$ cat src/rtl/vec_elem_sequencer.sv
// vec_elem_sequencer: initiator side of the VRF element-streaming interface.
// Accepts one vector instruction, holds the VRF request while elements stream,
// computes the result element combinationally, and reports completion.
// Optional feature macro: VEC_SEQ_MACC_EN (op 8 = A*B+C; illegal when undefined).

package vec_elem_sequencer_pkg;
    typedef enum logic [2:0] {
        LMUL_1    = 3'b000,
        LMUL_2    = 3'b001,
        LMUL_4    = 3'b010,
        LMUL_8    = 3'b011,
        LMUL_RSVD = 3'b100,
        LMUL_F8   = 3'b101,
        LMUL_F4   = 3'b110,
        LMUL_F2   = 3'b111
    } vlmul_e;
endpackage

module vec_elem_sequencer
    import vec_elem_sequencer_pkg::*;
#(
    parameter int unsigned VLEN          = 128,
    parameter int unsigned ELEN          = 32,
    parameter int unsigned AddrWidth     = 5,
    parameter int unsigned TimeoutCycles = 1024
) (
    input  logic                 clk_i,
    input  logic                 rst_i,
    input  logic                 instr_valid_i,
    output logic                 instr_ready_o,
    input  logic [3:0]           op_i,
    input  logic [AddrWidth-1:0] vs1_i,
    input  logic [AddrWidth-1:0] vs2_i,
    input  logic [AddrWidth-1:0] vd_i,
    input  logic [ELEN-1:0]      scalar_i,
    input  logic                 use_scalar_i,
    input  logic [1:0]           num_operands_i,
    input  logic                 wb_en_i,
    input  vlmul_e               lmul_i,
    output logic                 busy_o,
    output logic                 done_valid_o,
    output logic                 done_error_o,
    output logic [15:0]          elem_cnt_o,
    output logic                 vrf_req_o,
    output logic                 vrf_we_o,
    output logic [AddrWidth-1:0] vrf_raddr_a_o,
    output logic [AddrWidth-1:0] vrf_raddr_b_o,
    output logic [AddrWidth-1:0] vrf_waddr_o,
    output logic [1:0]           vrf_num_operands_o,
    output vlmul_e               vrf_lmul_o,
    input  logic [ELEN-1:0]      vrf_rdata_a_i,
    input  logic [ELEN-1:0]      vrf_rdata_b_i,
    input  logic [ELEN-1:0]      vrf_rdata_c_i,
    output logic [ELEN-1:0]      vrf_wdata_o,
    input  logic                 vrf_done_i
);

    localparam int unsigned COUNT  = VLEN / ELEN;
    localparam int unsigned PhaseW = $clog2(COUNT + 8);
    localparam int unsigned TimerW = $clog2(TimeoutCycles + 1);
    localparam int unsigned ShW    = $clog2(ELEN);

    typedef enum logic [3:0] {
        OP_ADD  = 4'd0,
        OP_SUB  = 4'd1,
        OP_AND  = 4'd2,
        OP_OR   = 4'd3,
        OP_XOR  = 4'd4,
        OP_MIN  = 4'd5,
        OP_MAX  = 4'd6,
        OP_SLL  = 4'd7,
        OP_MACC = 4'd8
    } op_e;

    typedef enum logic [1:0] {
        ST_IDLE,
        ST_RUN,
        ST_DONE
    } state_e;

    state_e                state_q, state_d;
    logic [3:0]            op_q;
    logic [AddrWidth-1:0]  vs1_q, vs2_q, vd_q;
    logic [ELEN-1:0]       scalar_q;
    logic                  use_scalar_q;
    logic [1:0]            num_ops_q;
    logic                  wb_en_q;
    vlmul_e                lmul_q;
    logic                  err_q;
    logic [15:0]           elem_cnt_q;
    logic [PhaseW-1:0]     phase_q;
    logic [3:0]            pass_q;
    logic [TimerW-1:0]     timer_q;

    logic                  accept, op_legal, run, timeout;
    logic [PhaseW-1:0]     elem_total, ops_ext, first_elem, last_elem, last_phase;
    logic [3:0]            num_passes;
    logic                  pass_active, elem_cycle;
    logic [ELEN-1:0]       opa, opb, result;

    assign run     = (state_q == ST_RUN);
    assign accept  = (state_q == ST_IDLE) && instr_valid_i;
    assign timeout = (timer_q == TimerW'(TimeoutCycles - 1));

`ifdef VEC_SEQ_MACC_EN
    assign op_legal = (op_i <= OP_MACC);
`else
    assign op_legal = (op_i < OP_MACC);
    logic unused_rdata_c;
    assign unused_rdata_c = ^vrf_rdata_c_i;
`endif

    // FSM state register
    always_ff @(posedge clk_i) begin
        if (rst_i) state_q <= ST_IDLE;
        else       state_q <= state_d;
    end

    // FSM next-state and handshake/request outputs
    always_comb begin
        state_d       = state_q;
        instr_ready_o = 1'b0;
        busy_o        = 1'b0;
        done_valid_o  = 1'b0;
        done_error_o  = 1'b0;
        vrf_req_o     = 1'b0;
        vrf_we_o      = 1'b0;
        case (state_q)
            ST_IDLE: begin
                instr_ready_o = 1'b1;
                if (instr_valid_i) state_d = op_legal ? ST_RUN : ST_DONE;
            end
            ST_RUN: begin
                busy_o    = 1'b1;
                vrf_req_o = 1'b1;
                vrf_we_o  = wb_en_q;
                if (vrf_done_i || timeout) state_d = ST_DONE;
            end
            ST_DONE: begin
                busy_o       = 1'b1;
                done_valid_o = 1'b1;
                done_error_o = err_q;
                state_d      = ST_IDLE;
            end
            default: state_d = ST_IDLE;
        endcase
    end

    // Per-pass element window and number of register passes for the latched grouping
    always_comb begin
        elem_total = PhaseW'(COUNT);
        num_passes = 4'd1;
        case (lmul_q)
            LMUL_F8: elem_total = PhaseW'(COUNT >> 3);
            LMUL_F4: elem_total = PhaseW'(COUNT >> 2);
            LMUL_F2: elem_total = PhaseW'(COUNT >> 1);
            LMUL_2:  num_passes = 4'd2;
            LMUL_4:  num_passes = 4'd4;
            LMUL_8:  num_passes = 4'd8;
            default: begin
                elem_total = PhaseW'(COUNT);
                num_passes = 4'd1;
            end
        endcase
        ops_ext     = PhaseW'(num_ops_q);
        first_elem  = ops_ext + PhaseW'(1);
        last_elem   = ops_ext + elem_total;
        last_phase  = ops_ext + elem_total + PhaseW'(1);
        pass_active = (pass_q < num_passes);
        // With zero elements per pass last_elem < first_elem, so no element cycles occur.
        elem_cycle  = run && pass_active && (phase_q >= first_elem) && (phase_q <= last_elem);
    end

    // Instruction latches, phase/pass tracking, timeout timer, element counter, error flag
    always_ff @(posedge clk_i) begin
        if (rst_i) begin
            op_q         <= '0;
            vs1_q        <= '0;
            vs2_q        <= '0;
            vd_q         <= '0;
            scalar_q     <= '0;
            use_scalar_q <= 1'b0;
            num_ops_q    <= '0;
            wb_en_q      <= 1'b0;
            lmul_q       <= LMUL_1;
            err_q        <= 1'b0;
            elem_cnt_q   <= '0;
            phase_q      <= '0;
            pass_q       <= '0;
            timer_q      <= '0;
        end else if (accept) begin
            op_q         <= op_i;
            vs1_q        <= vs1_i;
            vs2_q        <= vs2_i;
            vd_q         <= vd_i;
            scalar_q     <= scalar_i;
            use_scalar_q <= use_scalar_i;
            num_ops_q    <= num_operands_i;
            wb_en_q      <= wb_en_i;
            lmul_q       <= lmul_i;
            err_q        <= !op_legal;
            elem_cnt_q   <= '0;
            phase_q      <= '0;
            pass_q       <= '0;
            timer_q      <= '0;
        end else if (run) begin
            timer_q <= timer_q + TimerW'(1);
            if (phase_q == last_phase) begin
                phase_q <= '0;
                if (pass_active) pass_q <= pass_q + 4'd1;
            end else begin
                phase_q <= phase_q + PhaseW'(1);
            end
            if (elem_cycle && (elem_cnt_q != '1)) elem_cnt_q <= elem_cnt_q + 16'd1;
            if (timeout && !vrf_done_i) err_q <= 1'b1;
        end
    end

    // Element result, forced to zero outside element cycles
    always_comb begin
        opa    = use_scalar_q ? scalar_q : vrf_rdata_a_i;
        opb    = vrf_rdata_b_i;
        result = '0;
        case (op_q)
            OP_ADD:  result = opa + opb;
            OP_SUB:  result = opa - opb;
            OP_AND:  result = opa & opb;
            OP_OR:   result = opa | opb;
            OP_XOR:  result = opa ^ opb;
            OP_MIN:  result = ($signed(opa) < $signed(opb)) ? opa : opb;
            OP_MAX:  result = ($signed(opa) > $signed(opb)) ? opa : opb;
            OP_SLL:  result = opa << opb[ShW-1:0];
`ifdef VEC_SEQ_MACC_EN
            OP_MACC: result = opa * opb + vrf_rdata_c_i;
`endif
            default: result = '0;
        endcase
        vrf_wdata_o = elem_cycle ? result : '0;
    end

    assign elem_cnt_o         = elem_cnt_q;
    assign vrf_raddr_a_o      = vs1_q;
    assign vrf_raddr_b_o      = vs2_q;
    assign vrf_waddr_o        = vd_q;
    assign vrf_num_operands_o = num_ops_q;
    assign vrf_lmul_o         = lmul_q;

endmodule

$ cat config.mk
export PLATFORM = sky130hd
export DESIGN_NAME = vec_elem_sequencer
export DESIGN_NICKNAME = d
export VERILOG_FILES = /design/src/rtl/vec_elem_sequencer.sv
export SDC_FILE = /design/constraint.sdc
export NUM_CORES = 1
export LEC_CHECK = 0
export ABC_AREA = 1
export BUFFER_PORTS_ARGS = -buffer_cell sky130_fd_sc_hd__buf_2
export CORE_UTILIZATION = 50
export DETAILED_ROUTE_END_ITERATION = 12
export PLACE_DENSITY = 0.83
export SYNTH_ARGS = -nofsm -noshare
export SYNTH_HDL_FRONTEND = slang
export SYNTH_SLANG_ARGS = --single-unit
$ cat constraint.sdc
create_clock -name clk_i -period 7.8 [get_ports clk_i]
set_input_delay 1.56 -clock clk_i [delete_from_list [all_inputs] [get_ports clk_i]]
set_output_delay 1.56 -clock clk_i [all_outputs]
set_load 0.1 [all_outputs]
==> results of run 1 <==
[sequential cells by signal, indices dropped and copies added, names as in the netlist]
| signal | cells |
|---|---|
| vrf_waddr_o | 5 |
| err_q | 1 |
| vrf_lmul_o | 3 |
| state_q | 2 |
| scalar_q | 32 |
| elem_cnt_o | 16 |
| vrf_raddr_a_o | 5 |
| wb_en_q | 1 |
| use_scalar_q | 1 |
| phase_q | 4 |
| vrf_num_operands_o | 2 |
| pass_q | 4 |
| vrf_raddr_b_o | 5 |
| op_q | 4 |
| timer_q | 11 |
[placed cells by master, fill, tap and decap left out, types with 4 or more instances in the layout]
cell type	instances
buf_4	26
o22ai_1	16
o21ai_1	4
clkbuf_16	9
xor2_1	7
nand2_2	7
nand2_4	4
buf_12	9
xnor2_1	8
a221oi_1	4
o21ai_0	154
buf_2	192
nand2_1	704
nor3b_1	4
nand4_1	29
clkinv_1	4
and2_1	11
o21bai_1	10
nand3b_1	6
a21boi_1	8
a21oi_1	148
inv_2	11
nor4_1	6
nor2_2	7
nor3_1	34
nor2_1	359
a211oi_1	4
nand3_1	339
inv_1	257
dfxtp_1	96
ha_1	120
a31oi_1	13
[power by group]
part           switching [mW]  internal [mW]  leakage [nW]
clock network           0.227          0.227         0.148
registers              0.0236          0.526         0.787
logic                    1.15          0.414          6.88
total                    1.40           1.17          7.81
[logic make-up after synthesis]
logic type,synth area share [%]
AOI/OAI and AO/OA,15.03
xor gates and xnor gates,0.9585
adders and majority gates,11.39
buffers and inverters,11.49
DFF,14.02
and+or+nand+nor,47.10
[per-layer routing]
metal | global-route usage, % | part of all wire (%)
met1 | 53.51 | 40
met2 | 62.83 | 42
met3 | 12.12 | 13
met4 | 16.99 | 4.2
met5 | 0 | 0
[synthesized netlist by cell type (all sizes together) (4+ instances only)]
cell type | count | area, µm²
a211oi | 4 | 30.03
xor2 | 7 | 61.31
a21oi | 151 | 774.5
o21bai | 10 | 75.07
clkbuf | 64 | 240.2
inv | 268 | 1006
nor3b | 4 | 30.03
nand2 | 715 | 2729
and2 | 12 | 76.33
nand3 | 341 | 1712
nand3b | 6 | 45.04
o22ai | 16 | 100.1
clkinv | 4 | 15.01
buf | 53 | 314.0
o21ai | 158 | 790.8
a31oi | 13 | 81.33
nor2 | 369 | 1418
a21boi | 9 | 67.57
dfxtp | 96 | 1922
nor3 | 37 | 190.2
a221oi | 4 | 35.03
nand4 | 29 | 181.4
xnor2 | 8 | 70.07
ha | 120 | 1501
nor4 | 6 | 37.54
[cell type report]
cell class / count / area, µm²
Timing Repair Buffer: 227 / 1336
Multi-Input combinational cell: 2041 / 10230
Clock buffer: 9 / 225.2
Tap cell: 341 / 426.7
Fill cell: 2835 / 11710
Antenna cell: 1 / 2.502
Sequential cell: 96 / 1922
Inverter: 272 / 1021
Clock inverter: 7 / 72.57
[worst reg2reg max path, cell delays in order, from the launching register on]
cell     delay (ns)
dfxtp_1        0.35
nand2_1        0.10
nor2_1         0.05
ha_1           0.20
fa_1           0.38
xnor2_1        0.30
ha_1           0.31
inv_1          0.06
nor2_1         0.05
o21a_1         0.16
o21ai_0        0.14
nand2_1        0.08
nor2_1         0.29
nand2_1        0.43
inv_1          0.43
nand2_1        0.12
nand2_1        0.07
nor3b_1        0.17
[worst min-delay path by stage]
stage / start / endpoint / slack [ns]
finish: scalar_q[0]$_SDFFE_PP0P_ / scalar_q[0]$_SDFFE_PP0P_ / 0.46
global route: scalar_q[0]$_SDFFE_PP0P_ / scalar_q[0]$_SDFFE_PP0P_ / 0.49
CTS: scalar_q[0]$_SDFFE_PP0P_ / scalar_q[0]$_SDFFE_PP0P_ / 0.46
detailed placement: scalar_q[0]$_SDFFE_PP0P_ / scalar_q[0]$_SDFFE_PP0P_ / 0.45
global placement: scalar_q[0]$_SDFFE_PP0P_ / scalar_q[0]$_SDFFE_PP0P_ / 0.44
floorplan: scalar_q[0]$_SDFFE_PP0P_ / scalar_q[0]$_SDFFE_PP0P_ / 0.43
[stage by stage]
| stage | hold slack [ns] | area (µm²) | instances | worst slack, ns |
|---|---|---|---|---|
| 5_1_grt | 0.4859 | 15240 | 2994 | 0.6891 |
| 3_3_place_gp | 0.4400 | 14940 | 2977 | 1.115 |
| 3_5_place_dp | 0.4474 | 14940 | 2977 | 1.070 |
| 4_1_cts | 0.4583 | 15240 | 2993 | 1.068 |
| 2_1_floorplan | 0.4293 | 13710 | 2526 | 1.080 |
| 6_report | 0.4605 | 15240 | 2994 | 0.8576 |
==> flow_summary_export.csv, run 1 <==
group,metric,value,unit
outcome,status,"complete, no violations",
global_routing,antenna_found_initial,1,
worst_setup_path,arrival,5.38,ns
die,start_util,50.86,%
worst_setup_path,cp-startpoint,"vrf_rdata_a_i[11]",
clock_network,htree_levels,3,
synth,synthDistinctLibCells,51,
timing,fin_skew,0.01480,ns
global_routing,overflow,0,
timing,finalSetupViolations,0,
worst_hold_path,hold_class,"flip-flop to flip-flop",
die,design.die.area,28080,µm²
clock_network,post_cts_resized,0,
run,cap_violations,0,
worst_setup_path,cp_top_family,"simple AND/OR/NAND/NOR gates",
worst_setup_path,crit_cells,21,
worst_setup_path,worstRegToRegCells,17,
timing,rsz0062_at_grt,"no",
clock_network,cts-root-buf,"clkbuf_16",
timing,tns,0,ns
clock_network,cts_inserted_buffers,9,
cells_and_area,fin_nets,2928,
placement,dp_hpwl,46.54,mm
clock_network,cts_setup_buffers,0,
global_routing,grt_usage,41.05,%
die,rows,60,
route,num_vias,17850,
clock_network,clk-insertion-delay-late,0.37,ns
synth,synth-main-ff-cell,"dfxtp_1",
timing,slew_violations,0,
placement,place_congestion,1.047,
timing,fmax,0.1440,GHz
clock_network,cts_tree,"built",
synth,ys_ff_latch,96,
global_routing,grt_pass1_wl,89.19,mm
worst_setup_path,endpoint,"vrf_wdata_o[10]",
global_routing,grt_max_degree,70,
synth,yosys_warnings,0,
worst_setup_path,critPathBufInv,5,
die,dieHeight,167.6,µm
synth,netlist_instances,2526,
timing,fin_crit_sh,89.00,%
global_routing,grt_pass1_vias,16190,
route,drc,0,
die,core_area,26950,µm²
worst_setup_path,cp_common_cell,"nand2_1",
clock_network,holdBufCountCts,0,
worst_hold_path,hold_depth,2,
route,via_per_inst,5.963,
placement,numPortBuffers,199,
worst_setup_path,timing.rr.start,"vrf_lmul_o[1]$_SDFFE_PP0P_",
synth,syn_avg_cell_area,5.426,µm²
worst_setup_path,cpPeakStageDelay,0.51,ns
timing,finalHoldViolations,0,
worst_setup_path,cpMaxStageDelayCell,"ha_1",
worst_setup_path,r2r_end,"elem_cnt_o[5]$_SDFFE_PP0P_",
cells_and_area,syn_to_final_growth,11.19,%
route,ant_nets,0,
route,first_pass_iters,8,
clock_network,cts.sinks,96,
synth,synth_edf_count,0,
route,wl_per_cell,19.67,µm
timing,worst_pin_slew,1.042,ns
timing,layout_min_cycle_time,6.942,ns
power_and_ir_drop,p_leak,7.813,nW
power_and_ir_drop,powerDensity,168.2,nW/µm²
die,io_pins,232,
die,die_x,167.6,µm
worst_setup_path,cp_cell_sequence,"buf_2, nand2_1, nand2_1, inv_1, ha_1, inv_1, a21oi_1, nand2_1, a21oi_2, nand2_4, nand2_4, nand2_2, nand2_1, nand2_1, buf_12, nand2_1, nand3_1, nand2_1, a21oi_1, nor2_1, buf_2",
clock_network,clk_pin_slew,0.07,ns
synth,netlist_area,13710,µm²
route,drt_iter0_drc,2267,
synth,synthArstFlopShare,0,%
worst_setup_path,critPathRequiredTime,6.24,ns
cells_and_area,drive_above_1_share,10.78,%
worst_setup_path,worstSetupStartpointType,"input port",
power_and_ir_drop,peakVddDrop,0.1713,mV
timing,slew_headroom,30.27,%
worst_setup_path,crit_fanout,24,
worst_setup_path,path_class,"input port to output pin",
synth,synth.yosys.seq_area_share,14.02,%
clock_network,clockBufferDepth,2,
route,finalWirelength,58.89,mm
synth,synth_nets,2807,
power_and_ir_drop,total_power,2.563,mW
cells_and_area,fin_util,56.55,%
worst_setup_path,crit_path_end_kind,"output pin",
worst_setup_path,r2r_slack,4.03,ns
No activity file was read; power rests on OpenSTA's default activity.
==> inputs of run 2 (changes only) <==
--- a/config.mk
+++ b/config.mk
@@ -8,6 +8,6 @@
 export ABC_AREA = 1
-export BUFFER_PORTS_ARGS = -buffer_cell sky130_fd_sc_hd__buf_2
 export CORE_UTILIZATION = 50
 export DETAILED_ROUTE_END_ITERATION = 12
-export PLACE_DENSITY = 0.83
+export DONT_BUFFER_PORTS = 1
+export PLACE_DENSITY = 0.76
 export SYNTH_ARGS = -nofsm -noshare
@@ -15 +15,2 @@
 export SYNTH_SLANG_ARGS = --single-unit
+export TNS_END_PERCENT = 100
==> constraint.sdc (replaced) <==
create_clock -name clk_i -period 7.8 [get_ports clk_i]
set_input_delay 1.17 -clock clk_i [delete_from_list [all_inputs] [get_ports clk_i]]
set_output_delay 1.17 -clock clk_i [all_outputs]
set_load 0.1 [all_outputs]
==> run 2 against run 1 <==
  * Total power shrank 2.2%
  * Non-clock buffer count shrank 167
  * Fmax grew 1.5%
  * First-iteration DRC count shrank 5.5%
  * Largest power group unchanged
  * Clock-buffer cell count grew 1
  * Clock power grew 4%
  * Final area shrank 5.3%
  * Critical path type unchanged
  * Clock skew shrank 0.0015 ns
  * Critical path depth shrank 3
  * Utilization shrank 3.0 points
==> flow_summary_export.csv, run 2 (same netlist as run 1, synthesis figures left out) <==
group,metric,value,unit
cells_and_area,syn_to_final_growth,5.276,%
placement,dp_hpwl,45.81,mm
timing,layout_min_cycle_time,6.839,ns
global_routing,grt_pass1_vias,15590,
timing,fin_skew,0.01333,ns
route,num_vias,17120,
clock_network,clockBufferDepth,2,
power_and_ir_drop,powerDensity,173.6,nW/µm²
die,die_x,167.6,µm
worst_setup_path,worstRegToRegCells,17,
cells_and_area,final_common_cell,"nand2_1",
worst_setup_path,critPathRequiredTime,6.63,ns
global_routing,grt_max_degree,70,
die,start_util,50.86,%
die,design.die.area,28080,µm²
global_routing,antenna_found_initial,1,
cells_and_area,fin_util,53.54,%
outcome,status,"complete, no violations",
timing,slew_headroom,15.88,%
cells_and_area,fin_nets,2761,
route,first_pass_iters,8,
global_routing,grt_usage,40.72,%
timing,setup_ws,0.9608,ns
worst_setup_path,crit_path_end_kind,"output pin",
clock_network,cts_inserted_buffers,9,
power_and_ir_drop,peakVddDrop,0.1634,mV
clock_network,htree_levels,3,
clock_network,clk-insertion-delay-late,0.36,ns
clock_network,post_cts_resized,0,
worst_hold_path,hold_depth,2,
cells_and_area,layout_common_cells,"nand2_1 (703), nand3_1 (339), nor2_1 (331)",
clock_network,clk_pin_slew,0.09,ns
route,drc,0,
global_routing,overflow,0,
die,rows,60,
route,via_per_inst,6.057,
die,core_area,26950,µm²
die,dieHeight,167.6,µm
route,finalWirelength,58.51,mm
route,wl_per_cell,20.70,µm
placement,dp_slack,1.311,ns
run,cap_violations,0,
worst_setup_path,arrival,5.67,ns
timing,fin_crit_sh,87.68,%
worst_setup_path,crit_fanout,34,
cells_and_area,fillCellCount,2868,
worst_setup_path,worstSetupStartpointType,"input port",
route,drt_iter0_drc,2143,
timing,holdWs,0.4608,ns
cells_and_area,n_antenna_cell,0,
clock_network,cts_tree,"built",
cells_and_area,top_register,"scalar_q",
placement,place_congestion,1.024,
timing,worst_pin_slew,1.260,ns
placement,dp.cells,2810,
timing,fmax,0.1462,GHz
clock_network,cts-root-buf,"clkbuf_16",
cells_and_area,largest_reg_flops,32,
worst_setup_path,path_class,"input port to output pin",
timing,slew_violations,0,
timing,finalHoldViolations,0,
clock_network,cts.sinks,96,
timing,finalSetupViolations,0,
placement,numPortBuffers,0,
clock_network,holdBufCountCts,0,
die,io_pins,232,
timing,rsz0062_at_grt,"no",
power_and_ir_drop,p_leak,7.066,nW
timing,tns,0,ns
cells_and_area,drive_above_1_share,6.036,%
route,ant_nets,0,
clock_network,cts_setup_buffers,0,
global_routing,grt_pass1_wl,87.92,mm
cells_and_area,finalNonFillerCells,2826,
worst_hold_path,hold_class,"flip-flop to flip-flop",
-- run 2: cell type report --
cell class / instances / area [µm²] / share of cell area (%)
Clock inverter: 6 / 61.31 / 0.4249
Tap cell: 341 / 426.7 / 2.957
Sequential cell: 96 / 1922 / 13.32
Timing Repair Buffer: 60 / 450.4 / 3.121
Inverter: 272 / 1021 / 7.075
Multi-Input combinational cell: 2041 / 10310 / 71.45
Clock buffer: 10 / 239.0 / 1.656
-- run 2: worst paths after layout --
check,start,end,slack (ns)
max reg2reg,vrf_lmul_o[0]$_SDFFE_PP0P_,elem_cnt_o[5]$_SDFFE_PP0P_,3.59
min reg2reg,scalar_q[0]$_SDFFE_PP0P_,scalar_q[0]$_SDFFE_PP0P_,0.46
max,vrf_rdata_a_i[11],vrf_wdata_o[16],0.96
min,scalar_q[0]$_SDFFE_PP0P_,scalar_q[0]$_SDFFE_PP0P_,0.46
-- run 2: per-layer routing --
layer | track usage, % | part of all wire [%]
met3 | 10.40 | 13
met4 | 16.15 | 4.3
met5 | 0 | 0
met2 | 61.16 | 41
met1 | 55.25 | 41
-- run 2: per-stage QoR --
| step | instance area, µm² | total power [mW] |
|---|---|---|
| floorplan | 13710 | 1.615 |
| CTS | 14430 | 2.450 |
| global placement | 14130 | 1.959 |
| finish | 14430 | 2.506 |
| detailed placement | 14130 | 1.977 |
| global route | 14430 | 2.644 |
-- run 2: worst max-delay path, cell delays in order --
cell and delay [ns]:
nand2_1 0.05, nand2_1 0.33, inv_1 0.23, ha_1 0.54, inv_1 0.14, a21oi_1 0.34, nand2_1 0.21, a21oi_2 0.24
nand2_4 0.08, nand2_4 0.09, nand3_2 0.11, nand2_4 0.47, nand2_4 0.40, inv_2 0.43, nand2_1 0.09, a21oi_1 0.38
nor2_2 0.05, buf_4 0.27
-- run 2: power breakdown --
part           switching, mW  internal (mW)  total (mW)
clock                  0.238          0.234       0.472
combinational           1.05          0.373        1.42
sequential            0.0864          0.526       0.612
total                   1.37           1.13        2.51
